[config.mk]
export PLATFORM = sky130hd
export DESIGN_NAME = exec_stage
export DESIGN_NICKNAME = d
export VERILOG_FILES = /design/src/rtl/exec_pkg.sv /design/src/rtl/mul_iter.sv /design/src/rtl/exec_stage.sv
export SDC_FILE = /design/constraint.sdc
export NUM_CORES = 1
export LEC_CHECK = 0
export CAP_MARGIN = 40
export CORE_ASPECT_RATIO = 2
export CORE_UTILIZATION = 47
export CTS_BUF_LIST = sky130_fd_sc_hd__clkbuf_16
export CTS_CLUSTER_DIAMETER = 200
export DETAILED_ROUTE_END_ITERATION = 16
export PLACE_DENSITY = 0.76
export SLEW_MARGIN = 20
export SYNTH_ARGS = -nofsm -noshare
export SYNTH_HDL_FRONTEND = slang
export SYNTH_SLANG_ARGS = --single-unit
[constraint.sdc]
create_clock -name clk -period 8.1 [get_ports clk]
set_input_delay 1.62 -clock clk [delete_from_list [all_inputs] [get_ports clk]]
set_output_delay 1.62 -clock clk [all_outputs]
set_load 0.01 [all_outputs]
[src/rtl/exec_pkg.sv]
// Shared opcode encodings, default sizes and FSM state type for the execute stage.
package exec_pkg;

    localparam int WIDTH_DEF = 32;
    localparam int AW_DEF    = 4;

    localparam logic [3:0] OP_ADD = 4'd0;
    localparam logic [3:0] OP_SUB = 4'd1;
    localparam logic [3:0] OP_AND = 4'd2;
    localparam logic [3:0] OP_OR  = 4'd3;
    localparam logic [3:0] OP_XOR = 4'd4;
    localparam logic [3:0] OP_NOT = 4'd5;
    localparam logic [3:0] OP_SLL = 4'd6;
    localparam logic [3:0] OP_SRL = 4'd7;
    localparam logic [3:0] OP_SRA = 4'd8;
    localparam logic [3:0] OP_SLT = 4'd9;
    localparam logic [3:0] OP_MUL = 4'd10;

    typedef enum logic {ST_IDLE, ST_MUL} state_t;

endpackage

[src/rtl/mul_iter.sv]
// Iterative shift-add multiplier: low WIDTH bits of unsigned a*b after exactly WIDTH steps.
module mul_iter #(
    parameter int WIDTH = 32
) (
    input  logic             clk,
    input  logic             rst,
    input  logic             start,
    input  logic [WIDTH-1:0] a,
    input  logic [WIDTH-1:0] b,
    output logic             done,
    output logic [WIDTH-1:0] result
);
    localparam int CW = $clog2(WIDTH + 1);

    logic [CW-1:0]    cnt_p0;
    logic [WIDTH-1:0] a_p0;
    logic [WIDTH-1:0] b_p0;
    logic [WIDTH-1:0] acc_p0;
    logic [WIDTH-1:0] acc_next;

    always_comb begin
        acc_next = b_p0[0] ? (acc_p0 + a_p0) : acc_p0;
    end

    // done is asserted in the cycle whose closing edge performs the last step,
    // so result already includes that final partial product
    assign done   = (cnt_p0 == CW'(1));
    assign result = acc_next;

    always_ff @(posedge clk) begin
        if (rst) begin
            cnt_p0 <= '0;
        end else if (start) begin
            cnt_p0 <= CW'(WIDTH);
        end else if (cnt_p0 != '0) begin
            cnt_p0 <= cnt_p0 - CW'(1);
        end
    end

    // Operand/accumulator datapath carries no reset; cnt_p0 qualifies it
    always_ff @(posedge clk) begin
        if (start) begin
            a_p0   <= a;
            b_p0   <= b;
            acc_p0 <= '0;
        end else if (cnt_p0 != '0) begin
            acc_p0 <= acc_next;
            a_p0   <= a_p0 << 1;
            b_p0   <= b_p0 >> 1;
        end
    end

endmodule

[src/rtl/exec_stage.sv]
// Execute stage: single-cycle ALU plus iterative multiply, writing back to the register bank.
module exec_stage
    import exec_pkg::*;
#(
    parameter int WIDTH = WIDTH_DEF,
    parameter int AW    = AW_DEF
) (
    input  logic             clk,
    input  logic             rst,
    input  logic             in_valid,
    output logic             in_ready,
    input  logic [3:0]       op,
    input  logic [AW-1:0]    rd,
    input  logic [WIDTH-1:0] a,
    input  logic [WIDTH-1:0] b,
    output logic             wen,
    output logic [AW-1:0]    wad,
    output logic [WIDTH-1:0] wdata,
    output logic             flag_z,
    output logic             flag_c,
    output logic             flag_v,
    output logic             busy,
    output logic             err
);
    localparam int SHW = $clog2(WIDTH);

    state_t           state, state_next;
    logic             accept;
    logic             legal;
    logic             mul_start;
    logic             mul_done;
    logic [WIDTH-1:0] mul_res;
    logic [AW-1:0]    rd_p0;

    logic [WIDTH-1:0] alu_res;
    logic             alu_c;
    logic             alu_v;
    logic [WIDTH:0]   sum_ext;
    logic [WIDTH:0]   diff_ext;
    logic [SHW-1:0]   sh;

    assign in_ready  = (state == ST_IDLE) && !rst;
    assign busy      = (state == ST_MUL);
    assign accept    = in_valid && in_ready;
    assign legal     = (op <= OP_MUL);
    assign mul_start = accept && (op == OP_MUL);

    mul_iter #(.WIDTH(WIDTH)) u_mul (
        .clk    (clk),
        .rst    (rst),
        .start  (mul_start),
        .a      (a),
        .b      (b),
        .done   (mul_done),
        .result (mul_res)
    );

    always_comb begin
        sum_ext  = {1'b0, a} + {1'b0, b};
        diff_ext = {1'b0, a} - {1'b0, b};
        sh       = b[SHW-1:0];
        alu_res  = '0;
        alu_c    = 1'b0;
        alu_v    = 1'b0;
        case (op)
            OP_ADD: begin
                alu_res = sum_ext[WIDTH-1:0];
                alu_c   = sum_ext[WIDTH];
                alu_v   = (a[WIDTH-1] == b[WIDTH-1]) && (alu_res[WIDTH-1] != a[WIDTH-1]);
            end
            OP_SUB: begin
                alu_res = diff_ext[WIDTH-1:0];
                alu_c   = diff_ext[WIDTH];
                alu_v   = (a[WIDTH-1] != b[WIDTH-1]) && (alu_res[WIDTH-1] != a[WIDTH-1]);
            end
            OP_AND: alu_res = a & b;
            OP_OR:  alu_res = a | b;
            OP_XOR: alu_res = a ^ b;
            OP_NOT: alu_res = ~a;
            OP_SLL: alu_res = a << sh;
            OP_SRL: alu_res = a >> sh;
            OP_SRA: alu_res = $unsigned($signed(a) >>> sh);
            OP_SLT: alu_res = ($signed(a) < $signed(b)) ? WIDTH'(1) : '0;
            default: alu_res = '0;
        endcase
    end

    always_comb begin
        state_next = state;
        case (state)
            ST_IDLE: if (mul_start) state_next = ST_MUL;
            ST_MUL:  if (mul_done)  state_next = ST_IDLE;
            default: state_next = ST_IDLE;
        endcase
    end

    always_ff @(posedge clk) begin
        if (rst) state <= ST_IDLE;
        else     state <= state_next;
    end

    always_ff @(posedge clk) begin
        if (mul_start) rd_p0 <= rd;
    end

    // Writeback register stage: one result per accepted op, or the multiply completion
    always_ff @(posedge clk) begin
        if (rst) begin
            wen    <= 1'b0;
            wad    <= '0;
            wdata  <= '0;
            flag_z <= 1'b0;
            flag_c <= 1'b0;
            flag_v <= 1'b0;
            err    <= 1'b0;
        end else begin
            wen <= 1'b0;
            err <= 1'b0;
            if ((state == ST_MUL) && mul_done) begin
                wen    <= 1'b1;
                wad    <= rd_p0;
                wdata  <= mul_res;
                flag_z <= (mul_res == '0);
                flag_c <= 1'b0;
                flag_v <= 1'b0;
            end else if (accept) begin
                if (!legal) begin
                    err <= 1'b1;
                end else if (op != OP_MUL) begin
                    wen    <= 1'b1;
                    wad    <= rd;
                    wdata  <= alu_res;
                    flag_z <= (alu_res == '0);
                    flag_c <= alu_c;
                    flag_v <= alu_v;
                end
            end
        end
    end

endmodule

# After elaboration in Yosys (flattened, before gate mapping)
# Cells that the tools add are included.
# totals
register_bits	148
word_cells	96
# classes
addsub	4
magnitude_cmp	2
n_eq_ne	16
shift	3
mux	31
bitwise	6
reduce_logical	20
# op_table
operator	n
$pmux W32 S10	1
$mux W32	9
$logic_not A32 Y1	2
$add A32 B32 Y33	1
$sub A32 B32 Y33	1
$add A32 B32 Y32	1
$and A32 B32 Y32	1
$lt A32 B32 Y1	1
$not A32 Y32	1
$or A32 B32 Y32	1
$shl A32 B5 Y32	1
$shr A32 B5 Y32	1
$sshr A32 B5 Y32	1
$xor A32 B32 Y32	1
$eq A4 B3 Y1 const B	4
$mux W4	4
$eq A4 B4 Y1 const B	3
$mux W1	12
$mux W6	2
$eq A4 B2 Y1 const B	2
$reduce_bool A2 Y1	4
$eq A6 B1 Y1 const B	1
$logic_and A1 B1 Y1	6
$pmux W1 S2	3
13 further kinds	18

# Depth between registers and ports, before layout
# logic_depth
word_depth	8
depth_mapped	19
ltp_nobuf	16

# By module
# A second synthesis with hierarchy kept.
# unflattened
cells_unflattened	2224
area_unflattened_um2	18257.5
# modules_own_cells
mod	n_inst	cells_per_inst	area_each_um2	seq_area_each_um2
exec_stage	1	1626	11995.3	960.9
mul_iter	1	598	6262.3	2682.6

# Least setup slack after synthesis
# Ideal clock, no wire load.
# synth_path
path_kind	input to register
startpoint	in b[2]
endpoint	reg flag_z
setup_time_ps	57
t_arrival_ps	5577
slack_ps	2465
stages	19
cell_sequence	buf_2 > clkbuf_1 > inv_1 > clkbuf_1 > clkbuf_1 > ha_1 > buf_2 > a211oi_2 > o21ai_1 > a211oi_1 > o21ai_1 > o41ai_1 > o41a_1 > nor3_1 > nor4_1 > nand2_1 > or4_1 > nor2_1 > or3_1
# synth_via
elab_chain_len	8
# synth_rtl
element	line	source
from (decl)	exec_stage.sv:15	input logic [WIDTH-1:0] b,
$lt A32 B32 Y1	exec_stage.sv:83	OP_SLT: alu_res = ($signed(a) < $signed(b)) ? WIDTH'(1) : '0;
$mux W1	exec_stage.sv:83	
$pmux W32 S10 (*)	exec_stage.sv:65	case (op)
$logic_not A32 Y1 (*)	exec_stage.sv:133	flag_z <= (alu_res == '0);
$mux W1 (*)	exec_stage.sv:129	end else if (op != OP_MUL) begin
$mux W1 (*)	exec_stage.sv:127	if (!legal) begin
$mux W1 (*)	exec_stage.sv:126	end else if (accept) begin
$mux W1 (*)	exec_stage.sv:119	if ((state == ST_MUL) && mul_done) begin
to (signal assigned)	exec_stage.sv:123	flag_z <= (mul_res == '0);
to (signal assigned)	exec_stage.sv:133	
to (decl)	exec_stage.sv:19	output logic flag_z,
# Every way passes the cells marked *; elsewhere a longest branch is shown, timed or not. The select of a mux whose other input is x is not followed.
# A chain may end at the register's enable or synchronous reset.

# Final worst setup path
# layout_path
startpoint	in a[8]
endpoint	reg flag_z
# layout_via
elab_chain_len	8
# layout_rtl
element	line	source
from (decl)	exec_stage.sv:14	input logic [WIDTH-1:0] a,
$lt A32 B32 Y1	exec_stage.sv:83	
$mux W1	exec_stage.sv:83	
$pmux W32 S10 (*)	exec_stage.sv:65	
$logic_not A32 Y1 (*)	exec_stage.sv:133	
$mux W1 (*)	exec_stage.sv:129	
$mux W1 (*)	exec_stage.sv:127	
$mux W1 (*)	exec_stage.sv:126	
$mux W1 (*)	exec_stage.sv:119	
# Marked as above.

==> impl_metrics.csv <==
group,metric,value,unit
sta,rsz0062_at_grt,"no",
power_and_ir_drop,switching_share,49.1,%
detailed_routing,drt-total-wl,90300,um
job,max_cap_violations,0,
sta,tns,0,ns
yosys,netlist_instances,2340,
sta,max_freq,0.153,GHz
clock_tree,cts_resized,0,
setup_path,critPathMaxStageDelay,0.78,ns
setup_path,cp_common_cell,"inv_1",
yosys,ys_ff_latch,148,
finish,stdcell_area,20000,sq um
finish,antennaDiodeCount,0,
yosys,synth-edff-count,68,
floorplan,die_x,140,um
power_and_ir_drop,power_frac_comb,62.2,%
place,finalWeightedCongestion,1.09,
sta,period_share,80.7,%
sta,hold_viol,0,
finish,register_area,3640,sq um
yosys,yosysSeqAreaShare,20.5,%
sta,max-slew-margin-rel,32.9,%
global_routing,grt_max_degree,81,
setup_path,worstPathCellList,"clkdlybuf4s50_1 > inv_1 > ha_1 > inv_1 > a21oi_1 > nand3_1 > o31a_1 > o31ai_1 > o211ai_1 > mux2i_1 > nor4_1 > nand2_1 > or4_1 > nor2_1 > or3_1",
clock_tree,cts_tree,"yes",
finish,fin_nets,2573,
global_routing,track_usage,46.2,%
power_and_ir_drop,clockPowerShare,13.8,%
clock_tree,cts_buffer_depth,2,
sta,period_minus_slack,6.54,ns
yosys,synth_top_cell_by_area,"edfxtp_1",
finish,multi_input_area,13000,sq um
yosys,synth_mux_area_share,11.4,%
yosys,synthFlopType,"dfxtp_1",
sta,setup-violations-final,0,
yosys,synth_nets,2548,
detailed_routing,vias_per_cell,7.19,
floorplan,rows,100,
detailed_routing,wire_per_inst,31.8,um
power_and_ir_drop,internal-power,0.00291,W
power_and_ir_drop,leakage,7.78,nW
clock_tree,htree_levels,4,
setup_path,regToRegSetupSlack,3.24,ns
sta,worst_slew_pin_slew,0.995,ns
detailed_routing,drc,0,
power_and_ir_drop,seqPwrFrac,24.0,%
clock_tree,clock_sinks,148,
clock_tree,postCtsSetupRepairBufs,0,
yosys,synthDistinctLibCells,95,
clock_tree,clk_pin_slew,0.07,ns
place,place_area,19300,sq um
setup_path,path_delay_family,"compound AO/OA/AOI/OAI gates",
setup_path,worst-path-max-fanout,15,
yosys,syn_area_per_cell,7.60,sq um
power_and_ir_drop,power_density,286,nW/um^2
yosys,synth_area,17800,sq um
setup_path,worst_r2r_path_depth,13,
global_routing,antenna_found_initial,1,
clock_tree,insertion_delay,0.45,ns
outcome,status,"complete, no violations",
yosys,synth_fa_ha_area_share,9.49,%
yosys,yosys_warnings,0,
finish,fillCellCount,3586,
worst_hold_path,worst_hold_path.endpoint,"wad[2]",
yosys,ys_top_cells_by_area,"edfxtp_1 11%, ha_1 9.1%, dfxtp_1 9.0%",
global_routing,grt_pass1_vias,20004,
power_and_ir_drop,ir_drop,0.169,mV
yosys,async_reset_ff_share,0,%
worst_hold_path,hold_start,"wad[2]",
finish,area_growth,12.4,%
detailed_routing,vias,20408,
clock_tree,postCtsHoldBufs,0,
power_and_ir_drop,p_switching,0.00281,W
floorplan,start_util,47.7,%
place,hpwl,70000,um
worst_hold_path,hold_class,"reg2reg",
finish,drive_gt1_share,9.21,%
detailed_routing,drt-pass1-iter-count,6,
setup_path,critPathRequiredTime,8.48,ns
global_routing,grt.overflow.total,0,
yosys,synth-xor-area-share,1.82,%
setup_path,worstPathArrival,6.92,ns
setup_path,critPathBufInv,3,
setup_path,path_class,"in2reg",
floorplan,core,37300,sq um
place,numPortBuffers,117,
yosys,synth_top_family_by_area,"compound AO/OA/AOI/OAI gates",
clock_tree,cts_buffers,17,
floorplan,io_pins,118,
detailed_routing,ant_nets,0,
sta,fin_skew,0.0198,ns
yosys,synth-simple-area-share,21.0,%
finish,fin_util,53.6,%
floorplan,die_area,38700,sq um
setup_path,r2r-start,"u_mul.a_p0[6]",
floorplan,die-height,277,um
setup_path,reg2reg_to,"flag_z",
sta,drv_slew,0,
setup_path,cp.depth,15,
setup_path,start_kind,"input port",
yosys,synth_top_area_share,11.5,%
clock_tree,cts_root_buf,"clkbuf_16",
setup_path,worstSetupEndpointType,"register",
yosys,synth-compound-area-share,29.1,%
worst_hold_path,hold_depth,2,
detailed_routing,initialDrtViolationCount,2097,
setup_path,crit_slowest_cell,"clkdlybuf4s50_1",
global_routing,grt_pass1_wl,131000,um
==> routing by layer <==
layer / global-route usage (%) / up-vias / share of wire [%] / wire (um)
li1: - / 8834 / - / -
met1: 46.7 / 9797 / 33 / 29400
met2: 79.8 / 1310 / 49 / 44000
met3: 7.31 / 467 / 7.5 / 6770
met4: 44.8 / 0 / 11 / 10200
met5: 0 / - / 0 / 0
==> final cells by class <==
| cell class | count | share of cell area, % |
|---|---|---|
| clock buffer | 18 | 2.26 |
| clock inverter | 14 | 0.608 |
| inverter | 121 | 2.27 |
| multi-input combinational | 1888 | 65.1 |
| sequential | 148 | 18.2 |
| tap | 459 | 2.88 |
| timing repair buffer | 189 | 8.61 |
==> worst max-delay path by stage <==
stage / from / endpoint / slack (ns)
after floorplan: b[2] / flag_z / 2.47
after global placement: a[7] / flag_z / 0.81
after detailed placement: op[1] / flag_z / 1.18
after CTS: op[1] / flag_z / 1.63
after global routing: a[8] / flag_z / 1.54
final: a[8] / flag_z / 1.56
==> placed cells by master (no fill, tap or decap), types with 15 or more instances in the layout <==
master and count:
nand2_1 271, nor2_1 251, a21oi_1 182, o21ai_0 148
ha_1 130, inv_1 114, clkdlybuf4s50_1 111, dfxtp_1 80
edfxtp_1 68, nand3_1 66, buf_4 59, a211oi_1 52
mux2i_1 48, mux4_2 47, nor3_1 46, o211ai_1 41
nand4_1 30, a221oi_1 29, o22ai_1 29, xnor2_1 28
mux2_2 27, nor4_1 26, a22oi_1 26, o31ai_1 24
nor2b_1 23, a31oi_1 22, o221ai_1 21, o21ai_1 19
clkbuf_16 18, o21bai_1 16, mux2_1 15
==> cells in the mapped netlist (24+ instances only) <==
library cell,number
a211oi_1,52
a21oi_1,182
a221oi_1,29
a22oi_1,26
clkbuf_1,138
dfxtp_1,80
edfxtp_1,68
ha_1,130
inv_1,115
mux2_2,27
mux2i_1,48
mux4_2,47
nand2_1,272
nand3_1,67
nand4_1,30
nor2_1,252
nor3_1,47
nor4_1,27
o211ai_1,41
o21ai_0,148
o22ai_1,29
o31ai_1,24
xnor2_1,28
==> cell families after synthesis <==
| family | after synthesis |
|---|---|
| adders and majority gates | 133 |
| DFF | 148 |
| buffers and inverters | 304 |
| xor gates and xnor gates | 37 |
| and+or+nand+nor | 809 |
| muxes | 138 |
| AOI/OAI and AO/OA | 771 |
==> metrics by stage <==
| step | std cells | setup slack, ns | hold slack, ns | power [W] |
|---|---|---|---|---|
| 2_1_floorplan | 2340 | 2.47 | 0.450 | 0.00377 |
| 3_5_place_dp | 2799 | 1.18 | 0.451 | 0.00479 |
| 6_report | 2837 | 1.56 | 0.456 | 0.00572 |
| 4_1_cts | 2831 | 1.63 | 0.459 | 0.00559 |
| 3_3_place_gp | 2789 | 0.813 | 0.443 | 0.00469 |
| 5_1_grt | 2837 | 1.54 | 0.482 | 0.00604 |
==> power by group through the flow <==
stage,sequential (W),combinational (W),clock (W)
detailed placement,0.00139,0.00341,0
finish,0.00138,0.00356,0.000789
CTS,0.00137,0.00343,0.000789
global placement,0.00137,0.00332,0
global route,0.00140,0.00382,0.000823
floorplan,0.00134,0.00243,0
==> registers in the layout, summed over array words and instances, names as in the netlist, 4 cells and up <==
register      count
wad               4
u_mul.a_p0       32
wdata            32
rd_p0             4
u_mul.acc_p0     32
u_mul.cnt_p0      6
u_mul.b_p0       32
==> tightest hold or removal path: stages (launching register included) <==
cell     delay (ns)
dfxtp_1        0.31
nand2_1        0.05
a21oi_1        0.05
Note: power is estimated with default switching activity, not from simulation.
